--- src/rtl/stage3_execute_if.sv ---
// ID/EX -> EX/WB bundle for the execute/writeback stage.
// master: the upstream ID/EX register (drives operands/control, observes results).
// slave:  stage3_execute (consumes operands/control, drives the EX/WB register).
interface stage3_execute_if;
    logic [31:0] RD1_IN;
    logic [31:0] RD2_IN;
    logic [15:0] IMM_IN;
    logic        DataSource_IN;
    logic [2:0]  ALUOp_IN;
    logic [4:0]  WriteSelect_IN;
    logic        WriteEnable_IN;
    logic [4:0]  RS_IN;
    logic [4:0]  RT_IN;
    logic [31:0] WriteData_OUT;
    logic [4:0]  WriteSelect_OUT;
    logic        WriteEnable_OUT;
    logic [31:0] RetireCount_OUT;

    modport master (
        output RD1_IN, RD2_IN, IMM_IN, DataSource_IN, ALUOp_IN,
               WriteSelect_IN, WriteEnable_IN, RS_IN, RT_IN,
        input  WriteData_OUT, WriteSelect_OUT, WriteEnable_OUT, RetireCount_OUT
    );

    modport slave (
        input  RD1_IN, RD2_IN, IMM_IN, DataSource_IN, ALUOp_IN,
               WriteSelect_IN, WriteEnable_IN, RS_IN, RT_IN,
        output WriteData_OUT, WriteSelect_OUT, WriteEnable_OUT, RetireCount_OUT
    );
endinterface

--- src/rtl/stage3_execute.sv ---
// Execute/writeback stage: operand B select, 8-op ALU, EX/WB register and
// retired-write counter. Single-cycle latency, no stall.
// Optional feature macro: STAGE3_FORWARD_EN -- when defined, the EX/WB result
// is forwarded to operand A/B on a back-to-back read-after-write hazard.
module stage3_execute (
    input  logic              clk,
    input  logic              reset,
    stage3_execute_if.slave   bus
);

    typedef enum logic [2:0] {
        OP_MOV = 3'b000,
        OP_NOT = 3'b001,
        OP_ADD = 3'b010,
        OP_SUB = 3'b011,
        OP_OR  = 3'b100,
        OP_AND = 3'b101,
        OP_SLT = 3'b110,
        OP_XOR = 3'b111
    } alu_op_e;

    logic [31:0] wb_data;
    logic [4:0]  wb_sel;
    logic        wb_we;
    logic [31:0] retire_count;

    logic [31:0] op_a;
    logic [31:0] op_b;
    logic [31:0] alu_result;
    logic        write_en_next;
    logic [31:0] imm_ext;

    assign imm_ext = {{16{bus.IMM_IN[15]}}, bus.IMM_IN};

    // Register 0 is hardwired: a write to it is dropped at capture time.
    assign write_en_next = bus.WriteEnable_IN && (bus.WriteSelect_IN != 5'd0);

`ifdef STAGE3_FORWARD_EN
    logic fwd_a;
    logic fwd_b;

    // The EX/WB register is only valid to forward when it will actually be written.
    assign fwd_a = wb_we && (wb_sel != 5'd0) && (wb_sel == bus.RS_IN);
    assign fwd_b = wb_we && (wb_sel != 5'd0) && (wb_sel == bus.RT_IN);

    // Operand select with forwarding; the immediate path is never forwarded.
    always_comb begin
        // NOTE: every always_comb output gets a default first so no path can infer a latch.
        op_a = bus.RD1_IN;
        op_b = bus.RD2_IN;
        if (fwd_a) begin
            op_a = wb_data;
        end
        if (bus.DataSource_IN) begin
            op_b = imm_ext;
        end else if (fwd_b) begin
            op_b = wb_data;
        end
    end
`else
    logic [9:0] unused_src;
    assign unused_src = {bus.RS_IN, bus.RT_IN};

    // Operand select without forwarding; software spaces dependent instructions.
    always_comb begin
        op_a = bus.RD1_IN;
        op_b = bus.DataSource_IN ? imm_ext : bus.RD2_IN;
    end
`endif

    // ALU: purely combinational, 32-bit wraparound, no overflow flag.
    always_comb begin
        alu_result = 32'd0;
        case (alu_op_e'(bus.ALUOp_IN))
            OP_MOV:  alu_result = op_a;
            OP_NOT:  alu_result = ~op_a;
            OP_ADD:  alu_result = op_a + op_b;
            OP_SUB:  alu_result = op_a - op_b;
            OP_OR:   alu_result = op_a | op_b;
            OP_AND:  alu_result = op_a & op_b;
            OP_SLT:  alu_result = {31'd0, $signed(op_a) < $signed(op_b)};
            OP_XOR:  alu_result = op_a ^ op_b;
            default: alu_result = 32'd0;
        endcase
    end

    // EX/WB pipeline register and retired-write counter.
    always_ff @(posedge clk or posedge reset) begin
        // NOTE: sequential state uses non-blocking assignments so every register samples pre-edge values.
        if (reset) begin
            wb_data      <= 32'd0;
            wb_sel       <= 5'd0;
            wb_we        <= 1'b0;
            retire_count <= 32'd0;
        end else begin
            wb_data <= alu_result;
            wb_sel  <= bus.WriteSelect_IN;
            wb_we   <= write_en_next;
            if (write_en_next) begin
                retire_count <= retire_count + 32'd1;
            end
        end
    end

    assign bus.WriteData_OUT   = wb_data;
    assign bus.WriteSelect_OUT = wb_sel;
    assign bus.WriteEnable_OUT = wb_we;
    assign bus.RetireCount_OUT = retire_count;

endmodule
--- src/flat_wrapper.sv ---
// flat-port wrapper written by rule: the top's interface ports become plain ports
module stage3_execute_flat 
  (clk, reset, bus_RD1_IN, bus_RD2_IN, bus_IMM_IN, bus_DataSource_IN, bus_ALUOp_IN, bus_WriteSelect_IN, bus_WriteEnable_IN, bus_RS_IN, bus_RT_IN, bus_WriteData_OUT, bus_WriteSelect_OUT, bus_WriteEnable_OUT, bus_RetireCount_OUT);
  stage3_execute_if bus_i ();
  input  logic clk;
  input  logic reset;
  input wire logic [$bits(bus_i.RD1_IN)-1:0] bus_RD1_IN;
  input wire logic [$bits(bus_i.RD2_IN)-1:0] bus_RD2_IN;
  input wire logic [$bits(bus_i.IMM_IN)-1:0] bus_IMM_IN;
  input wire logic [$bits(bus_i.DataSource_IN)-1:0] bus_DataSource_IN;
  input wire logic [$bits(bus_i.ALUOp_IN)-1:0] bus_ALUOp_IN;
  input wire logic [$bits(bus_i.WriteSelect_IN)-1:0] bus_WriteSelect_IN;
  input wire logic [$bits(bus_i.WriteEnable_IN)-1:0] bus_WriteEnable_IN;
  input wire logic [$bits(bus_i.RS_IN)-1:0] bus_RS_IN;
  input wire logic [$bits(bus_i.RT_IN)-1:0] bus_RT_IN;
  output wire logic [$bits(bus_i.WriteData_OUT)-1:0] bus_WriteData_OUT;
  output wire logic [$bits(bus_i.WriteSelect_OUT)-1:0] bus_WriteSelect_OUT;
  output wire logic [$bits(bus_i.WriteEnable_OUT)-1:0] bus_WriteEnable_OUT;
  output wire logic [$bits(bus_i.RetireCount_OUT)-1:0] bus_RetireCount_OUT;
  assign bus_i.RD1_IN = bus_RD1_IN;
  assign bus_i.RD2_IN = bus_RD2_IN;
  assign bus_i.IMM_IN = bus_IMM_IN;
  assign bus_i.DataSource_IN = bus_DataSource_IN;
  assign bus_i.ALUOp_IN = bus_ALUOp_IN;
  assign bus_i.WriteSelect_IN = bus_WriteSelect_IN;
  assign bus_i.WriteEnable_IN = bus_WriteEnable_IN;
  assign bus_i.RS_IN = bus_RS_IN;
  assign bus_i.RT_IN = bus_RT_IN;
  assign bus_WriteData_OUT = bus_i.WriteData_OUT;
  assign bus_WriteSelect_OUT = bus_i.WriteSelect_OUT;
  assign bus_WriteEnable_OUT = bus_i.WriteEnable_OUT;
  assign bus_RetireCount_OUT = bus_i.RetireCount_OUT;
  stage3_execute u_core (.clk(clk), .reset(reset), .bus(bus_i));
endmodule
--- config.mk ---
export PLATFORM = sky130hd
export DESIGN_NAME = stage3_execute_flat
export DESIGN_NICKNAME = d
export VERILOG_FILES = /design/src/rtl/stage3_execute_if.sv /design/src/rtl/stage3_execute.sv /design/src/flat_wrapper.sv
export SDC_FILE = /design/constraint.sdc
export NUM_CORES = 1
export LEC_CHECK = 0
export ABC_AREA = 1
export BUFFER_PORTS_ARGS = -buffer_cell sky130_fd_sc_hd__buf_2
export CELL_PAD_IN_SITES_DETAIL_PLACEMENT = 1
export CELL_PAD_IN_SITES_GLOBAL_PLACEMENT = 1
export CORE_ASPECT_RATIO = 0.7
export CORE_MARGIN = 2
export CORE_UTILIZATION = 44
export CTS_BUF_LIST = sky130_fd_sc_hd__clkbuf_8
export DETAILED_ROUTE_END_ITERATION = 16
export PLACE_DENSITY_LB_ADDON = 0.3
export SYNTH_ARGS = -nofsm -noshare
export SYNTH_HDL_FRONTEND = slang
export SYNTH_SLANG_ARGS = --single-unit
export TNS_END_PERCENT = 1
--- constraint.sdc ---
create_clock -name clk -period 4.2 [get_ports clk]
set_clock_uncertainty 0.05 [all_clocks]
set_input_delay 0.84 -clock clk [delete_from_list [all_inputs] [get_ports clk]]
set_output_delay 0.84 -clock clk [all_outputs]
set_load 0.005 [all_outputs]
==> impl_summary.md <==
Global route
Global routing consumed, on the met2 layer, around 52% of the routing resources. The first global-routing pass estimated 61.7 mm of wire. The met3 track demand over resource in global routing is around a tenth. Global routing consumed, over all layers together, 34.3% of the routing resources. The layer flagged by global routing as most heavily used is met2. The number of antenna violations at the first check in global routing was 0. Global routing consumed, on the met1 layer, roughly half of the routing resources.

The maximum number of pins on one net before global-route repair is between 50 and 60. The number of global-route vias before repair came to 11300. The global route total overflow is 0.

Timing
The actual transition at the worst max-transition pin is roughly 1 ns. The number of max-slew violations in the final report is 0. The total negative slack is 0 ns. Setup violations remaining at the end of the flow were counted as 0. The smallest clock period supported by the final layout is computed as about 3.7 ns. The post-route clock period utilization is about nine tenths. The number of hold violations in the final report came to 0. Setup repair after global routing left no endpoint under its margin.

The post-route worst hold slack is around 0.46 ns. The worst path meets setup with between 0.4 and 0.5 ns of slack. The fmax is between 200 and 300 MHz. The relative slew slack is approximately 33%.

Floorplanning
The total number of placement rows is between 40 and 50. Pin placement for this block handled about 170 I/O pins. The die height is approximately 130 um.

The die is approximately 180 um wide. The core region is roughly 22000 um^2. The die covers ~23000 um^2. For this configuration, the core starts out at a cell density of 44.8%.

Critical path
The critical path is of the in2reg type. The worst setup path is launched from an input pin. At the worst endpoint, the arrival time is a little under 4 ns. The highest fanout seen on the critical path is 16. For the worst setup path, the data required time is ~4.4 ns. The type of destination of the critical path is a register.

Clock network
The later pin in the worst-skew pair is clocked with a latency of 0.38 ns. The total CTS buffers is 9. The clock-pin slew on the worst setup and hold paths is between 0.1 and 0.15 ns. The buffer depth of the longest clock path is 2. The tree is rooted in a sky130_fd_sc_hd__clkbuf_8. The clock net in this run drives a total of 70 sinks. The number of setup buffers added after CTS is 0.

CTS built an H-tree with a depth of 3. The hold buffer count at cts is 0. TritonCTS built the clock tree.

The post-cts gate resize count is 0.

Synth
The primary flip-flop cell chosen by synthesis mapping is sky130_fd_sc_hd__dfrtp_1. In this run the mean area of a mapped cell was 6.00 um^2. The post-synthesis register bit count is 70. Yosys printed 0 warnings.

The count of unique library cells instantiated by Yosys is 43. Of all flip-flops after synthesis, the portion carrying an async set or reset was between 90% and 100%. The number of nets produced by synthesis is between 1500 and 2000. The total standard cell area after synthesis is a little under 10000 um^2.

The top-area cell type share of the netlist area is 18.6%. sky130_fd_sc_hd__nand2_1 is the most common cell in the netlist. The cell type with the highest aggregate area in the netlist is sky130_fd_sc_hd__nand2_1. The share of synthesized area occupied by flip-flops and latches is 18.0%. Sorting the synthesized cells by area gives the leading types as sky130_fd_sc_hd__nand2_1, sky130_fd_sc_hd__dfrtp_1, sky130_fd_sc_hd__ha_1.

Counting instances in the post-synthesis netlist gives the leading cell types as sky130_fd_sc_hd__nand2_1, sky130_fd_sc_hd__inv_1, sky130_fd_sc_hd__nand3_1. The number of synthesized flops with an enable pin is 0. The synthesized instance count is around 1600.

Routing
The count of routing violations after the opening detailed-route iteration is between 800 and 900. The mean number of vias per cell is roughly 5.6. The post-route antenna net violation count is 0. The total wire length after detailed routing is roughly 40 mm. The total number of vias is around 11000. The number of search-and-repair iterations in the first detailed-routing pass is 6. After detailed routing, the average wire length per cell comes to 19.5 um. The total DRC errors in the routed layout is 0.

Place
The minimum setup slack after placement is 0.149 ns. The detailed placement HPWL is 32.4 mm. The final weighted congestion of routability-driven global placement is around 1.0. The count of port buffers added during placement is 161.

Flow run
The count of maximum capacitance violations is 0.

Finish
The area growth from synthesis to layout is 12.8%. The final net count is around 2000. Measured on the finished design, the core utilization comes to between 50% and 60%.

Of the cells placed in the final design, the portion with a size suffix greater than 1 is 13.5%. 0 antenna diodes ended up in the layout.

Power
The cell area power density is ~260 nW/um^2. The static power due to leakage is between 6 and 7 nW. Summed over all nets, the switching power comes to 1.38 mW.

The sequential share of power is around 30%. Combinational logic burns roughly 50% of the power. The share of power burned in the clock network is 20.6%. The fraction of power spent switching nets is a little under 50%. The peak supply drop is 144 uV. The internal power component is around 1.5 mW.

Hold path
The path class of the tightest hold or removal check is reg2reg.

Status
The run finished with clean final reports.
## cells by family after synthesis
kind of cell,after synthesis,synth area share (%)
compound gates,182,11.4
flops,70,18.0
buf+inv,373,14.8
xor+xnor,29,2.61
simple gates,852,38.3
fa+ha+maj,114,14.8
## stage by stage
step	power, mW	instances	area [um^2]
after floorplan	1.70	1620	9720
after global placement	2.16	2026	10800
after detailed placement	2.23	2026	10800
after CTS	2.82	2042	11000
after global routing	3.03	2042	11000
final	2.83	2042	11000
## final cells by class
cell class              count  area [um^2]
fillers                  3129        10700
multi-input cells        1177         6540
repair buffers            178          933
clock inverters             7         61.3
well taps                 282          353
flip-flops and latches     70         1750
inverters                 319         1200
clock buffers               9          124
## final timing paths
path,start,endpoint,slack [ns],cells after the start
min,u_core.bus.RetireCount_OUT[30]$_DFFE_PP0P_,u_core.bus.RetireCount_OUT[30]$_DFFE_PP0P_,0.46,1
max reg2reg,u_core.bus.RetireCount_OUT[0]$_DFFE_PP0P_,u_core.bus.RetireCount_OUT[25]$_DFFE_PP0P_,2.34,8
max,bus_DataSource_IN,u_core.bus.WriteData_OUT[31]$_DFF_PP0_,0.48,16
min in group asynchronous,reset,u_core.bus.WriteData_OUT[10]$_DFF_PP0_,0.55,2
max in group asynchronous,reset,u_core.bus.WriteData_OUT[13]$_DFF_PP0_,2.69,3
min reg2reg,u_core.bus.RetireCount_OUT[30]$_DFFE_PP0P_,u_core.bus.RetireCount_OUT[30]$_DFFE_PP0P_,0.46,1
## cells in the final DEF, fill, tap and decap left out, drive strengths merged, types with 21 or more instances in the layout
cell type,count
a21oi,67
a221oi,28
buf,178
dfrtp,70
ha,112
inv,322
nand2,485
nand3,137
nand4,56
nor2,123
nor3,24
o21ai,35
o22ai,32
xor2,21
## worst max-delay path, stage by stage
cell and delay [ns]:
sky130_fd_sc_hd__buf_2 0.10, sky130_fd_sc_hd__inv_1 0.41, sky130_fd_sc_hd__or2_2 0.20, sky130_fd_sc_hd__o21ai_0 0.14, sky130_fd_sc_hd__ha_1 0.52, sky130_fd_sc_hd__nand2_1 0.26, sky130_fd_sc_hd__nor2_1 0.16, sky130_fd_sc_hd__nand3_1 0.26
sky130_fd_sc_hd__nand2_1 0.24, sky130_fd_sc_hd__nand2_1 0.10, sky130_fd_sc_hd__nand2_1 0.20, sky130_fd_sc_hd__nand2_1 0.17, sky130_fd_sc_hd__nand2_1 0.09, sky130_fd_sc_hd__nand2_1 0.06, sky130_fd_sc_hd__nand3_1 0.09, sky130_fd_sc_hd__nand4_1 0.09
## routing by layer
metal	vias up	share of wire, %	wire length [um]
li1	5396	-	-
met2	452	40	16100
met4	0	1.7	659
met3	51	10	4100
met5	-	0	0
met1	5438	48	19000
## state kept, by name, summed over array words and instances, names as in the netlist
| signal | count |
|---|---|
| u_core.bus.RetireCount_OUT | 32 |
| u_core.bus.WriteData_OUT | 32 |
| u_core.bus.WriteSelect_OUT | 5 |
| u_core.bus.WriteEnable_OUT | 1 |
## power groups by stage
stage | clock (mW) | sequential (mW) | combinational (mW)
floorplan | 0 | 0.849 | 0.853
global placement | 0 | 0.843 | 1.32
detailed placement | 0 | 0.849 | 1.38
CTS | 0.593 | 0.837 | 1.39
global route | 0.617 | 0.848 | 1.57
finish | 0.584 | 0.836 | 1.41
Power figures use the tool's default switching activity.
